**src/rtl/timer_counter.sv**
```systemverilog
// Memory-mapped 32-bit down-counting timer with one-shot and auto-reload modes.
// Drives a level interrupt request into one bit of the CP0 HWInt vector.
module timer_counter (
  input  logic        clk,
  input  logic        reset,
  input  logic [1:0]  addr,
  input  logic        we,
  input  logic [31:0] din,
  output logic [31:0] dout,
  output logic        irq
);

  typedef enum logic [1:0] {
    S_IDLE = 2'd0,
    S_LOAD = 2'd1,
    S_CNT  = 2'd2,
    S_INT  = 2'd3
  } state_t;

  localparam logic [1:0] ADDR_CTRL   = 2'd0;
  localparam logic [1:0] ADDR_PRESET = 2'd1;
  localparam logic [1:0] ADDR_COUNT  = 2'd2;
  localparam logic [1:0] MODE_AUTO   = 2'b01;

  state_t      r_state;
  logic [3:0]  r_ctrl;
  logic [31:0] r_preset;
  logic [31:0] r_count;
  logic        r_irq_flag;

  logic        w_en;
  logic        w_auto_reload;
  logic        w_im;

  assign w_en          = r_ctrl[0];
  assign w_auto_reload = (r_ctrl[2:1] == MODE_AUTO);
  assign w_im          = r_ctrl[3];

  // NOTE: sequential state uses non-blocking assignments only, so every
  // branch below reads the pre-edge register values regardless of order.
  always_ff @(posedge clk) begin
    if (reset) begin
      r_state    <= S_IDLE;
      r_ctrl     <= 4'd0;
      r_preset   <= 32'd0;
      r_count    <= 32'd0;
      r_irq_flag <= 1'b0;
    end else begin
      unique case (r_state)
        S_IDLE: begin
          if (w_en) r_state <= S_LOAD;
        end
        S_LOAD: begin
          r_count    <= r_preset;
          r_irq_flag <= 1'b0;
          r_state    <= S_CNT;
        end
        S_CNT: begin
          if (!w_en) begin
            r_state <= S_IDLE;
          end else if (r_count > 32'd1) begin
            r_count <= r_count - 32'd1;
          end else begin
            // A count of 0 or 1 terminates, so PRESET = 0 acts like 1.
            r_count    <= 32'd0;
            r_irq_flag <= 1'b1;
            r_state    <= S_INT;
          end
        end
        S_INT: begin
          if (w_auto_reload) begin
            r_irq_flag <= 1'b0;
            r_state    <= S_LOAD;
          end else begin
            r_ctrl[0] <= 1'b0;
            r_state   <= S_IDLE;
          end
        end
        default: r_state <= S_IDLE;
      endcase

      // NOTE: the bus write is placed after the FSM so that, when both touch
      // CTRL or irq_flag on the same edge, the last non-blocking write (the
      // software value) is the one that lands.
      if (we) begin
        unique case (addr)
          ADDR_CTRL: begin
            r_ctrl     <= din[3:0];
            r_irq_flag <= 1'b0;
          end
          ADDR_PRESET: r_preset <= din;
          default: ;
        endcase
      end
    end
  end

  // NOTE: every path assigns dout, so no latch is inferred.
  always_comb begin
    dout = 32'd0;
    unique case (addr)
      ADDR_CTRL:   dout = {28'd0, r_ctrl};
      ADDR_PRESET: dout = r_preset;
      ADDR_COUNT:  dout = r_count;
      default:     dout = 32'd0;
    endcase
  end

  assign irq = r_irq_flag & w_im;

endmodule
```
**config.mk**
```make
export PLATFORM = sky130hd
export DESIGN_NAME = timer_counter
export DESIGN_NICKNAME = d
export VERILOG_FILES = /design/src/rtl/timer_counter.sv
export SDC_FILE = /design/constraint.sdc
export NUM_CORES = 1
export LEC_CHECK = 0
export ABC_AREA = 1
export CORE_ASPECT_RATIO = 1.1
export CORE_MARGIN = 3
export CORE_UTILIZATION = 57
export DETAILED_ROUTE_END_ITERATION = 12
export PLACE_DENSITY_LB_ADDON = 0.15
export SLEW_MARGIN = 20
export SYNTH_ARGS = -nofsm -noshare
export SYNTH_HDL_FRONTEND = slang
export SYNTH_SLANG_ARGS = --single-unit
export TNS_END_PERCENT = 50
```
**constraint.sdc**
```tcl
create_clock -name clk -period 2.65 [get_ports clk]
set_input_delay 0.3975 -clock clk [delete_from_list [all_inputs] [get_ports clk]]
set_output_delay 0.3975 -clock clk [all_outputs]
set_load 0.03 [all_outputs]
```
==> results of run 1 <==
[synth_stat cells]
cell type / number / share of area [%]
nand3_2: 3 / 0.75
nor3_1: 1 / 0.13
nor2_2: 7 / 1.1
o31ai_1: 1 / 0.19
o221ai_1: 4 / 0.88
a41oi_1: 1 / 0.22
nor2_1: 56 / 5.3
clkbuf_2: 1 / 0.13
o211a_1: 1 / 0.25
nand2_1: 80 / 7.5
nand3b_1: 1 / 0.19
or2_2: 1 / 0.16
nand3_1: 27 / 3.4
buf_1: 3 / 0.28
buf_6: 3 / 0.85
inv_2: 2 / 0.19
nand2_2: 5 / 0.78
dfxtp_1: 71 / 36
nor4_1: 1 / 0.16
xor2_1: 11 / 2.4
nor2_4: 3 / 0.85
o21ai_1: 1 / 0.13
a21oi_1: 68 / 8.5
nand4_1: 4 / 0.63
buf_2: 2 / 0.25
clkbuf_1: 22 / 2.1
a21oi_2: 1 / 0.22
inv_1: 86 / 8.1
o21ai_0: 110 / 14
o22ai_1: 28 / 4.4
ha_1: 2 / 0.63
[per-stage QoR]
stage               setup WS [ns]  hold slack [ns]  instance area (µm²)  utilization (%)
floorplan                   0.835            0.439                 3990                -
global placement            0.450            0.454                 4640             69.5
detailed placement          0.421            0.456                 4640             69.5
CTS                         0.414            0.467                 4810             72.1
global route                0.281            0.500                 4810             72.1
finish                      0.398            0.464                 4810             72.1
[per-layer routing]
layer | GRT usage (%) | vias up | wire length (µm)
met5 | 0 | - | 0
met4 | 12.5 | 0 | 195
met3 | 3.42 | 17 | 596
met2 | 49.5 | 149 | 5660
met1 | 35.7 | 2007 | 4800
li1 | - | 2138 | -
[worst reg2reg max path, cell delays in order, from the launching register on]
cell	delay, ns
dfxtp_1	0.42
inv_2	0.07
or2_2	0.50
nand2_2	0.58
o21ai_0	0.21
inv_1	0.10
a21oi_1	0.07
[layout make-up]
| cell class | count | area [µm²] |
|---|---|---|
| Clock buffer | 10 | 138 |
| Tap cell | 82 | 103 |
| Multi-Input combinational cell | 417 | 2100 |
| Timing Repair Buffer | 79 | 686 |
| Fill cell | 585 | 1860 |
| Clock inverter | 5 | 33.8 |
| Inverter | 88 | 330 |
| Sequential cell | 71 | 1420 |
[cells in the final DEF, fill, tap and decap left out, types with 3 or more instances in the layout]
master | synthesis | final
nor2_1 | 56 | 56
xor2_1 | 11 | 11
nor2_2 | 7 | 7
nand3_1 | 27 | 27
clkbuf_8 | 0 | 10
nand2_1 | 80 | 79
clkdlybuf4s50_1 | 0 | 37
inv_1 | 86 | 86
o21ai_0 | 110 | 110
o221ai_1 | 4 | 4
dfxtp_1 | 71 | 71
o22ai_1 | 28 | 28
buf_4 | 0 | 42
nand4_1 | 4 | 4
nor2_4 | 3 | 3
nand3_2 | 3 | 3
nand2_2 | 5 | 6
a21oi_1 | 68 | 68
[cells by family after synthesis]
family	synth area share, %
buffers and inverters	11.8
adders and majority gates	0.627
and+or+nand+nor	20.9
AOI/OAI and AO/OA	28.6
xor gates and xnor gates	2.41
DFF	35.6
[state kept, by name, indices dropped and copies added, names as in the netlist]
register / flops
r_count: 32
r_ctrl: 4
r_irq_flag: 1
r_preset: 32
r_state: 2
[worst min path at each step]
stage / from / end / slack [ns] / depth (start not counted)
after floorplan: r_preset[0]$_SDFFE_PP0P_ / r_preset[0]$_SDFFE_PP0P_ / 0.44 / 2
after CTS: r_preset[3]$_SDFFE_PP0P_ / r_preset[3]$_SDFFE_PP0P_ / 0.47 / 2
after global placement: r_preset[5]$_SDFFE_PP0P_ / r_preset[5]$_SDFFE_PP0P_ / 0.45 / 2
final: r_preset[3]$_SDFFE_PP0P_ / r_preset[3]$_SDFFE_PP0P_ / 0.46 / 2
after global routing: r_preset[14]$_SDFFE_PP0P_ / r_preset[14]$_SDFFE_PP0P_ / 0.50 / 2
after detailed placement: r_preset[3]$_SDFFE_PP0P_ / r_preset[3]$_SDFFE_PP0P_ / 0.46 / 2
[power by group]
part	switching, mW	total [mW]	internal [mW]
registers	0.0865	1.24	1.15
logic	0.802	1.21	0.405
clock network	0.423	0.783	0.360
==> qor.csv, run 1 <==
metric;value;unit
status;finished clean;
clk_latency;0.35;ns
ys_warn_count;0;
globalplace.congestion;0.960;
clockRootBuffer;clkbuf_8;
rows;31;
worst-path-buf-inv;5;
worstSetupEndpoint;dout[1];
post_drt_wl_per_cell;15.0;µm
fmax;0.444;GHz
numPortBuffers;69;
r2r-start;r_state[0]$_SDFFE_PP0P_;
syn_to_final_growth;20.5;%
die_h;93.8;µm
track_usage;28.7;%
routed_wl;11300;µm
syn_nets;646;
finalSetupViolCount;0;
ys_ff_latch;71;
n_antenna_cell;0;
netlist_area;3990;µm²
cts-htree-levels;3;
rsz0062_at_grt;false;
finClkSkew;0.00812;ns
drive_gt1_share;11.9;%
floorplan.initialDensity;59.8;%
vias;4311;
hold_viol;0;
numCtsBuffers;9;
antenna_left;0;
worstSetupPathDepth;7;
p_total;3.23;mW
first_pass_iters;5;
min_period;2.25;ns
power.density;672;nW/µm²
max_stage_delay;0.49;ns
grt_max_degree;50;
drtIter0Drc;313;
cts_buffer_depth;2;
cts_hold_buf;0;
synthCells;607;
drv_cap;0;
fin_crit_sh;85.0;%
drcViolationCount;0;
synth.distinct_cells;31;
antenna_found_initial;0;
peakVddDrop;375;µV
place_inst;737;
crit_fanout;17;
cts_tree;built;
fin_cells;752;
viasPerCell;5.73;
critical_path.startpoint;addr[0];
fp.dieW;85.8;µm
clk_pin_slew;0.07;ns
cp.required;2.25;ns
clock-sinks;71;
coreArea;6670;µm²
fin_tns_setup;0;ns
worst_pin_slew;0.635;ns
grt_overflow;0;
rrSetupSlack;0.57;ns
grt_pass1_wl;18800;µm
cts_resized;0;
seq_area_frac_synth;35.6;%
ff2ff_path_depth;6;
crit_chain;clkdlybuf4s50_1 > inv_1 > nor2_1 > inv_1 > buf_4 > o221ai_1 > buf_4;
worstSetupStartpointType;primary input;
setup.worst_path.end_class;output pin;
path_delay_family;buffers and inverters;
dieArea;8040;µm²
r2r-end;r_count[2]$_SDFFE_PP0P_;
p_leak;2.00;nW
io_pins;70;
dp_hpwl;7890;µm
cts_setup_buffers;0;
grt_pass1_vias;4098;
cpMaxStageDelayCell;clkdlybuf4s50_1;
path_class;primary input to output pin;
relSlewSlack;57.5;%
final-max-slew-violation-count;0;
holdCritPathClass;flop to flop;
synth_area_per_cell;6.58;µm²
layout.nets;705;
arrival;1.85;ns
No activity file was read; power rests on OpenSTA's default activity.
==> inputs of run 2 (changes only) <==
--- a/config.mk
+++ b/config.mk
@@ -8,7 +8,7 @@
 export ABC_AREA = 1
 export CORE_ASPECT_RATIO = 1.1
 export CORE_MARGIN = 3
-export CORE_UTILIZATION = 57
+export CORE_UTILIZATION = 48
 export DETAILED_ROUTE_END_ITERATION = 12
 export PLACE_DENSITY_LB_ADDON = 0.15
 export SLEW_MARGIN = 20
==> constraint.sdc (replaced) <==
create_clock -name clk -period 2 [get_ports clk]
set_input_delay 0.3 -clock clk [delete_from_list [all_inputs] [get_ports clk]]
set_output_delay 0.3 -clock clk [all_outputs]
set_load 0.03 [all_outputs]
==> qor.csv, run 2 (synthesized netlist as in run 1, its figures left out) <==
metric;value;unit
holdCritStartpoint;r_preset[7]$_SDFFE_PP0P_;
drive_gt1_share;13.1;%
vias;4254;
rrSetupSlack;0.22;ns
fin_tns_setup;0;ns
finClkSkew;0.00859;ns
relSlewSlack;70.9;%
die_h;102;µm
final_core_utilization;63.5;%
worstSetupEndpoint;dout[23];
clk_latency;0.35;ns
antenna_found_initial;0;
numCtsBuffers;9;
p_leak;2.11;nW
io_pins;70;
syn_to_final_growth;27.1;%
grt_max_degree;44;
crit_fanout;13;
drcViolationCount;0;
cts_tree;built;
drv_cap;0;
dp_hpwl;7780;µm
coreArea;8000;µm²
cp.required;1.70;ns
n_antenna_cell;0;
finalSetupViolCount;0;
drtIter0Drc;211;
globalplace.congestion;0.887;
dieArea;9450;µm²
cts-htree-levels;3;
track_usage;24.6;%
layout.nets;711;
holdCritPathClass;flop to flop;
worstSetupStartpointType;primary input;
layout_common_cells;o21ai_0 (110), inv_1 (86), nand2_1 (79);
final-max-slew-violation-count;0;
clk_pin_slew;0.08;ns
setup.worst_path.end_class;output pin;
r2r-start;r_count[1]$_SDFFE_PP0P_;
rows;34;
cts_buffer_depth;2;
r2r-end;r_count[29]$_SDFFE_PP0P_;
final_common_cell;o21ai_0;
peakVddDrop;444;µV
floorplan.initialDensity;49.9;%
ff2ff_path_depth;9;
clockRootBuffer;clkbuf_8;
viasPerCell;5.42;
hold_viol;0;
min_period;1.90;ns
grt_pass1_vias;4105;
critical_path.startpoint;addr[0];
status;finished clean;
first_pass_iters;5;
worst_pin_slew;0.435;ns
reg_top3;r_count (32), r_preset (32), r_ctrl (4);
post_drt_wl_per_cell;14.3;µm
numPortBuffers;69;
power.density;962;nW/µm²
fmax;0.527;GHz
path_class;primary input to output pin;
rsz0062_at_grt;false;
clock-sinks;71;
grt_overflow;0;
grt_pass1_wl;18900;µm
arrival;1.60;ns
routed_wl;11200;µm
antenna_left;0;
fin_crit_sh;94.8;%
fp.dieW;92.9;µm
run 2: layout make-up:
cell class                 count  area (µm²)
tap                          108         135
clock buffer                  11         151
multi-input combinational    418        2120
fill                         767        2920
timing repair buffer          84         786
sequential                    71        1420
inverter                      88         330
clock inverter                 5         128
run 2: worst min path at each step:
stage	endpoint	depth (start not counted)	slack [ns]
after floorplan	r_state[1]$_SDFFE_PP0P_	1	0.37
after global placement	r_preset[8]$_SDFFE_PP0P_	2	0.45
after detailed placement	r_preset[12]$_SDFFE_PP0P_	2	0.46
after CTS	r_preset[5]$_SDFFE_PP0P_	2	0.47
after global routing	r_preset[7]$_SDFFE_PP0P_	2	0.49
final	r_preset[7]$_SDFFE_PP0P_	2	0.47
run 2: power by group:
| part | internal (mW) | leakage, nW | switching (mW) |
|---|---|---|---|
| combinational | 0.574 | 1.39 | 1.08 |
| clock | 1.02 | 0.136 | 0.562 |
| sequential | 1.53 | 0.580 | 0.114 |
run 2: timing repair:
action                     in CTS  in global routing
setup endpoints to repair       1                 18
pin swaps                       1                  0
cloned                          1                  0
resized for setup               0                  3
hold buffers                    0                  0
setup buffers                   0                  0
hold endpoints to repair        0                  0
run 2: critical path: stages:
cell and delay, ns:
clkdlybuf4s50_1 0.48, inv_1 0.05, nor2_1 0.13, inv_1 0.11, buf_4 0.21, o22ai_2 0.13, buf_4 0.19
run 2: layer usage:
layer / part of all wire (%) / GRT usage [%]
met5: 0 / 0
met4: 2.1 / 8.91
met3: 4.8 / 4.75
met2: 49 / 44.0
met1: 44 / 29.3
run 2: through the flow:
step	cells	area, µm²	hold WS (ns)	total power, mW	worst slack, ns
floorplan	607	3990	0.369	2.80	0.380
global placement	768	4770	0.451	3.26	0.00579
detailed placement	768	4770	0.456	3.29	0.0139
CTS	785	5060	0.468	4.90	0.0122
global route	785	5070	0.489	5.19	0.00523
finish	785	5070	0.466	4.88	0.104
==> inputs of run 3 (changes only) <==
--- a/config.mk
+++ b/config.mk
@@ -11,6 +11,7 @@
 export CORE_UTILIZATION = 48
 export DETAILED_ROUTE_END_ITERATION = 12
 export PLACE_DENSITY_LB_ADDON = 0.15
+export SKIP_CTS_REPAIR_TIMING = 1
 export SLEW_MARGIN = 20
 export SYNTH_ARGS = -nofsm -noshare
 export SYNTH_HDL_FRONTEND = slang
==> qor.csv, run 3 (synthesized netlist as in run 1, its figures left out) <==
metric;value;unit
syn_to_final_growth;27.1;%
numPortBuffers;69;
antenna_left;0;
cp.required;1.70;ns
die_h;102;µm
vias;4238;
io_pins;70;
cts_tree;built;
grt_pass1_vias;4076;
final-max-slew-violation-count;0;
hold_viol;0;
holdCritPathClass;flop to flop;
rows;34;
power.density;963;nW/µm²
drtIter0Drc;209;
p_total;4.89;mW
track_usage;24.4;%
fp.dieW;92.9;µm
layout_common_cells;o21ai_0 (110), inv_1 (86), nand2_1 (79);
grt_overflow;0;
setup.worst_path.end_class;output pin;
first_pass_iters;4;
finalSetupViolCount;0;
grt_pass1_wl;18800;µm
post_drt_wl_per_cell;14.4;µm
clk_pin_slew;0.08;ns
cts_buffer_depth;2;
p_leak;2.11;nW
finClkSkew;0.00901;ns
numCtsBuffers;9;
clk_latency;0.35;ns
max_stage_delay;0.48;ns
arrival;1.60;ns
holdWs;0.466;ns
viasPerCell;5.40;
crit_chain;clkdlybuf4s50_1 > inv_1 > nor2_1 > inv_1 > buf_4 > o22ai_2 > buf_4;
drive_gt1_share;13.1;%
floorplan.initialDensity;49.9;%
relSlewSlack;67.7;%
layout.nets;711;
final_common_cell;o21ai_0;
fmax;0.528;GHz
drv_cap;0;
nFillCells;766;
clock-sinks;71;
drcViolationCount;0;
antenna_found_initial;0;
min_period;1.90;ns
place_inst;768;
worst-path-buf-inv;5;
dieArea;9450;µm²
worst_pin_slew;0.483;ns
globalplace.congestion;0.887;
cts-htree-levels;3;
dp_hpwl;7780;µm
rsz0062_at_grt;false;
routed_wl;11300;µm
cpMaxStageDelayCell;clkdlybuf4s50_1;
n_antenna_cell;0;
clockRootBuffer;clkbuf_8;
fin_crit_sh;94.8;%
peakVddDrop;455;µV
reg_top3;r_count (32), r_preset (32), r_ctrl (4);
regArea;1420;µm²
status;finished clean;
path_class;primary input to output pin;
multiInputGateArea;2120;µm²
coreArea;8000;µm²
path_delay_family;buffers and inverters;
grt_max_degree;44;
crit_fanout;13;
fin_cells;785;
worstSetupStartpointType;primary input;
-- run 3: cell counts in the layout (fill, tap and decap cells not counted) --
No cell type changed its count.
-- run 3: path summary, 6_finish.rpt --
| check | slack, ns | from | to | cells past startpoint |
|---|---|---|---|---|
| setup / recovery | 0.10 | addr[0] | dout[23] | 7 |
| hold / removal | 0.47 | r_preset[7]$_SDFFE_PP0P_ | r_preset[7]$_SDFFE_PP0P_ | 2 |
| setup reg to reg | 0.21 | r_count[1]$_SDFFE_PP0P_ | r_count[29]$_SDFFE_PP0P_ | 9 |
| hold reg to reg | 0.47 | r_preset[7]$_SDFFE_PP0P_ | r_preset[7]$_SDFFE_PP0P_ | 2 |
-- run 3: routing by layer --
metal | vias to the layer above | wire [µm] | share of wire (%) | global-route usage, %
li1 | 2158 | - | - | -
met1 | 1948 | 4950 | 44 | 29.2
met2 | 114 | 5590 | 49 | 43.5
met3 | 18 | 510 | 4.5 | 4.68
met4 | 0 | 244 | 2.2 | 8.79
met5 | - | 0 | 0 | 0
-- run 3: report_power, final --
| part | internal, mW | total [mW] | switching, mW |
|---|---|---|---|
| Sequential | 1.53 | 1.64 | 0.114 |
| Combinational | 0.574 | 1.65 | 1.08 |
| Clock | 1.02 | 1.59 | 0.564 |
-- run 3: cell type report --
class | instances | share of cell area, %
Clock buffer | 11 | 2.98
Clock inverter | 5 | 2.51
Inverter | 88 | 6.51
Multi-Input combinational cell | 418 | 41.8
Sequential cell | 71 | 28.0
Tap cell | 108 | 2.66
Timing Repair Buffer | 84 | 15.5
-- run 3: worst reg2reg max path: stages, from the launching register on --
cell	delay, ns
dfxtp_1	0.34
inv_1	0.10
ha_1	0.22
nand2_2	0.10
nor2_4	0.07
nor2_2	0.12
nor2_2	0.09
nor2_4	0.38
nand3_1	0.15
a21oi_1	0.16
-- run 3: metrics by stage --
step | utilization, % | setup WS, ns | TNS [ns] | instance area [µm²]
6_report | 63.5 | 0.105 | 0 | 5070
4_1_cts | 63.2 | -0.0267 | -0.0267 | 5050
2_1_floorplan | - | 0.380 | 0 | 3990
3_5_place_dp | 59.7 | 0.0139 | 0 | 4770
5_1_grt | 63.5 | 0.00523 | 0 | 5070
3_3_place_gp | 59.7 | 0.00579 | 0 | 4770
